**config.mk**
```make
export PLATFORM = sky130hd
export DESIGN_NAME = lzc_pipe
export DESIGN_NICKNAME = d
export VERILOG_FILES = /design/src/rtl/fpu_lzc_pkg.sv /design/src/rtl/lzc_level.sv /design/src/rtl/lzc_pipe.sv
export SDC_FILE = /design/constraint.sdc
export NUM_CORES = 1
export LEC_CHECK = 0
export ABC_CLOCK_PERIOD_IN_PS = 4000
export CORE_MARGIN = 4
export CORE_UTILIZATION = 35
export DETAILED_ROUTE_END_ITERATION = 12
export PLACE_DENSITY = 0.58
export SLEW_MARGIN = 20
export SYNTH_ARGS = -nofsm -noshare
export SYNTH_HDL_FRONTEND = slang
export SYNTH_SLANG_ARGS = --single-unit
```
**constraint.sdc**
```tcl
create_clock -name clk -period 4 [get_ports clk]
set_input_delay 0.4 -clock clk [delete_from_list [all_inputs] [get_ports clk]]
set_output_delay 0.4 -clock clk [all_outputs]
set_load 0.005 [all_outputs]
```
**src/rtl/fpu_lzc_pkg.sv**
```systemverilog
// Shared types for the leading-zero/one counter: count mode and count-width helper.
package fpu_lzc_pkg;

  typedef enum logic {
    LZC_ZEROS = 1'b0,
    LZC_ONES  = 1'b1
  } lzc_mode_e;

  // Count needs one extra bit so that the all-zeros/all-ones case can report WIDTH.
  function automatic int unsigned lzc_cnt_w(input int unsigned width);
    return $clog2(width) + 1;
  endfunction

endpackage

```
**src/rtl/lzc_level.sv**
```systemverilog
// One binary-tree level: merges adjacent node pairs (node 0 = most significant).
module lzc_level #(
  parameter int unsigned NODES = 2,
  parameter int unsigned PW    = 1,
  parameter int unsigned LEVEL = 0
) (
  input  logic [NODES-1:0]      v_in,
  input  logic [NODES*PW-1:0]   p_in,
  output logic [NODES/2-1:0]    v_out,
  output logic [NODES/2*PW-1:0] p_out
);

  // Offset added when the terminating bit sits in the lower half of a pair.
  localparam logic [PW-1:0] HALF = PW'(1) << LEVEL;

  for (genvar i = 0; i < int'(NODES / 2); i++) begin : g_node
    assign v_out[i] = v_in[2*i] | v_in[2*i+1];
    assign p_out[i*PW +: PW] = v_in[2*i] ? p_in[2*i*PW +: PW]
                                         : (p_in[(2*i+1)*PW +: PW] | HALF);
  end

endmodule

```
**src/rtl/lzc_pipe.sv**
```systemverilog
// Pipelined leading-zero / leading-one counter with global stall and tag sideband.
// Define LZC_NORM_EN to add the out_norm port (operand shifted left by the count).
module lzc_pipe
  import fpu_lzc_pkg::*;
#(
  parameter int unsigned WIDTH = 32,
  parameter int unsigned DEPTH = 2,
  parameter int unsigned TAG_W = 4
) (
  input  logic                        clk,
  input  logic                        rst_n,
  input  logic                        in_valid,
  output logic                        in_ready,
  input  logic [WIDTH-1:0]            in_data,
  input  logic                        in_mode,
  input  logic [TAG_W-1:0]            in_tag,
  output logic                        out_valid,
  input  logic                        out_ready,
  output logic [lzc_cnt_w(WIDTH)-1:0] out_cnt,
  output logic                        out_all,
  output logic [TAG_W-1:0]            out_tag
`ifdef LZC_NORM_EN
  ,
  output logic [WIDTH-1:0]            out_norm
`endif
);

  localparam int unsigned LV = $clog2(WIDTH);
  localparam int unsigned CW = lzc_cnt_w(WIDTH);

  // True when tree level k closes a pipeline stage (levels spread as evenly as possible).
  function automatic bit is_bnd(input int k);
    for (int s = 0; s < int'(DEPTH); s++) begin
      if (((s + 1) * int'(LV) + int'(DEPTH) - 1) / int'(DEPTH) == k) return 1'b1;
    end
    return 1'b0;
  endfunction

  logic      advance;
  lzc_mode_e mode;
  logic      inv;

  assign advance  = out_ready || !out_valid;
  assign in_ready = advance;
  assign mode     = lzc_mode_e'(in_mode);
  assign inv      = (mode == LZC_ONES);

  for (genvar k = 0; k < int'(LV); k++) begin : g_lvl
    localparam int unsigned N = WIDTH >> k;

    logic [N-1:0]     v;
    logic [N*LV-1:0]  p;
    logic             vld;
    logic [TAG_W-1:0] tag;
`ifdef LZC_NORM_EN
    logic [WIDTH-1:0] data;
`endif

    if (k == 0) begin : g_leaf
      // Leaf i marks a terminating bit, scanning from the MSB down.
      for (genvar i = 0; i < int'(WIDTH); i++) begin : g_bit
        assign v[i] = in_data[WIDTH-1-i] ^ inv;
      end
      assign p   = '0;
      assign vld = in_valid;
      assign tag = in_tag;
`ifdef LZC_NORM_EN
      assign data = in_data;
`endif
    end else begin : g_node
      logic [N-1:0]    nv;
      logic [N*LV-1:0] np;

      lzc_level #(
        .NODES(2 * N),
        .PW   (LV),
        .LEVEL(k - 1)
      ) u_level (
        .v_in (g_lvl[k-1].v),
        .p_in (g_lvl[k-1].p),
        .v_out(nv),
        .p_out(np)
      );

      if (is_bnd(k)) begin : g_reg
        always_ff @(posedge clk or negedge rst_n) begin
          if (!rst_n) begin
            v    <= '0;
            p    <= '0;
            vld  <= 1'b0;
            tag  <= '0;
`ifdef LZC_NORM_EN
            data <= '0;
`endif
          end else if (advance) begin
            v    <= nv;
            p    <= np;
            vld  <= g_lvl[k-1].vld;
            tag  <= g_lvl[k-1].tag;
`ifdef LZC_NORM_EN
            data <= g_lvl[k-1].data;
`endif
          end
        end
      end else begin : g_comb
        assign v    = nv;
        assign p    = np;
        assign vld  = g_lvl[k-1].vld;
        assign tag  = g_lvl[k-1].tag;
`ifdef LZC_NORM_EN
        assign data = g_lvl[k-1].data;
`endif
      end
    end
  end

  // Root level: merges the last two nodes and feeds the output register.
  logic          fv;
  logic [LV-1:0] fp;
  logic [CW-1:0] cnt_c;

  lzc_level #(
    .NODES(2),
    .PW   (LV),
    .LEVEL(LV - 1)
  ) u_level_root (
    .v_in (g_lvl[LV-1].v),
    .p_in (g_lvl[LV-1].p),
    .v_out(fv),
    .p_out(fp)
  );

  assign cnt_c = fv ? {1'b0, fp} : CW'(WIDTH);

  always_ff @(posedge clk or negedge rst_n) begin
    if (!rst_n) begin
      out_valid <= 1'b0;
      out_cnt   <= '0;
      out_all   <= 1'b0;
      out_tag   <= '0;
`ifdef LZC_NORM_EN
      out_norm  <= '0;
`endif
    end else if (advance) begin
      out_valid <= g_lvl[LV-1].vld;
      if (g_lvl[LV-1].vld) begin
        out_cnt  <= cnt_c;
        out_all  <= !fv;
        out_tag  <= g_lvl[LV-1].tag;
`ifdef LZC_NORM_EN
        out_norm <= g_lvl[LV-1].data << cnt_c;
`endif
      end
    end
  end

endmodule

```
==> metrics <==
commonest non-fill, non-tap cell in the layout clkdlybuf4s50_1; Wirelength per Cell 12.2 um; PortBufs 53; Starting DRT DRC Count 73; share of the synthesized area in the top cell type 0.438; hpwl dp 3200 um; Max Clk Rate 0.463 GHz; Die ar. 0.00645 mm^2; P_sw around 0.22 mW; antenna violations before repair 0; most frequent cells in the layout 53 x clkdlybuf4s50_1, 32 x dfrtp_1, 25 x nor2_1; GR Overflow Total 0; final wirelength approximately 4000 um; layout cells sized above 1 0.109; post_cts resized 0; Post-Syn Area 0.00183 mm^2; largest net degree at the start of global routing 33; Synth Register Bits 32; site row count 26; PD cells 337 mW/mm^2; CTS tree done; Layout Skew 0.00102 ns; first-pass GRT wire length ~6600 um; crit path launch type input port; CP arrival about 1.8 ns; Final Wtd Congestion 0.797; Hold Buf Count CTS 0; Sw Share 0.260; Initial Util 0.360; Tot Pwr roughly 0.85 mW; Hold WC Path Type flip-flop to flip-flop; Least-Margin Pin Slew ~0.51 ns; Syn Area/Cell 8.63 um^2; first-pass detailed-route iteration total 5; Worst R2R Setup Slack 2.40 ns; Clk pin slew, worst setup/hold paths 0.06 ns; # setup viols final 0; Placeable Area 0.00507 mm^2; TNS Setup 0 ns; critical path peak fanout 7; worst hold margin 0.475 ns; max-slew violations 0; Final ANT Viol Nets 0; routed via count between 1,500 and 2,000; proportion of power drawn by the clock network 0.295; CTS Buf Count 5; Worst VDD drop 0.000132 V; sequential power share 0.458; total number of yosys warnings 0; RSZ-0062 raised after global routing false; Mapped Cells 212; fin crit share 0.540; Inserted Diodes 0; postcts setup bufs 0; layout overhead on the synthesized area 37.0%; top cells by area, synth dfrtp_1 44%, mux2_2 8.0%, nor2_1 5.1%; NumNets Final approximately 300; Yosys top cell by area dfrtp_1; Post-route DRC 0; I/O pin cnt 54; clk_lat worst skew 0.28 ns; H-tree Lvls 2; vias per cell 5.00; Die X between 80 and 90 um; Max-cap violations 0; P_int ~0.63 mW; outcome finished clean; Critical Path RT 3.60 ns; GRT Util Overall 0.128; Comb pwr share 0.248; clk sinks 32; Max clock buf depth 2; Period minus WS final 2.16 ns; Final Hold Vio Count 0; slew margin rel. 0.658; critical path type input port to primary output; CTS root buf clkbuf_8; Synth cell types 33; Die Ht between 80 and 90 um; leakage power 0.996 nW; Seq/Total Area, Yosys 0.438; Mapped Nets 253; critical path capture point type primary output; vias in the first global route 1,548
critical path: stages:
cell and delay [ns]:
clkdlybuf4s50_1 0.45, nand2b_1 0.33, clkdlybuf4s50_1 0.58
layer usage:
metal	vias to the layer above	track usage	routed length (um)
met2	43	0.212	1940
li1	870	-	-
met1	760	0.158	1920
met5	-	0	0
met4	0	0.0439	31
met3	2	0.0370	206
synth_stat cells:
master and instances:
a21oi_1 10, a222oi_1 3, a22o_1 3, a31oi_1 12, and3_1 1, buf_1 1, buf_2 3, buf_4 1
buf_6 1, clkbuf_1 5, dfrtp_1 32, inv_1 9, mux2_2 13, nand2_1 24, nand2b_1 2, nand3_1 8
nand4_1 1, nor2_1 25, nor2b_1 10, nor3_1 9, o2111ai_1 1, o21a_1 4, o21ai_0 16, o21ai_1 1
o22a_1 3, o22ai_1 3, o22ai_2 1, o31ai_1 1, o41ai_1 1, or2_2 3, or3_1 3, or4_1 1
or4_4 1
registers in the layout, summed over array words and instances, names as in the netlist:
signal,flops
g_lvl.tag,4
out_cnt,6
g_lvl.p,12
out_tag,4
g_lvl.vld,1
g_lvl.v,4
out_valid,1
power by group through the flow:
stage	combinational, mW	clock [mW]	sequential [mW]
2_1_floorplan	0.0943	0	0.390
3_3_place_gp	0.210	0	0.392
3_5_place_dp	0.212	0	0.394
4_1_cts	0.213	0.257	0.388
5_1_grt	0.232	0.272	0.392
6_report	0.209	0.249	0.387
logic make-up after synthesis:
family / synth area share
muxes: 0.0800
buffers and inverters: 0.0492
DFF: 0.438
AOI/OAI and AO/OA: 0.207
and+or+nand+nor: 0.226
area by class of cell:
type	instances	area (um^2)
Sequential cell	32	801
Timing Repair Buffer	56	553
Clock inverter	2	10.0
Inverter	9	33.8
Multi-Input combinational cell	160	938
Tap cell	70	87.6
Fill cell	515	2570
Clock buffer	6	82.6
final timing paths:
check,startpoint,end,cells past startpoint
max,out_ready,in_ready,3
max in group asynchronous,rst_n,g_lvl[3].p[1],2
min,out_cnt[0],out_cnt[0],2
max reg2reg,out_valid,out_cnt[4],3
min in group asynchronous,rst_n,out_tag[0],2
min reg2reg,out_cnt[0],out_cnt[0],2
stage by stage:
step | std cells | utilization | worst slack [ns] | cell area, um^2
6_report | 335 | 0.494 | 1.84 | 2510
3_5_place_dp | 327 | 0.476 | 1.59 | 2410
2_1_floorplan | 212 | - | 2.46 | 1830
4_1_cts | 335 | 0.494 | 1.84 | 2510
3_3_place_gp | 327 | 0.476 | 1.65 | 2410
5_1_grt | 335 | 0.494 | 1.75 | 2510
Note: power is estimated with default switching activity, not from simulation.
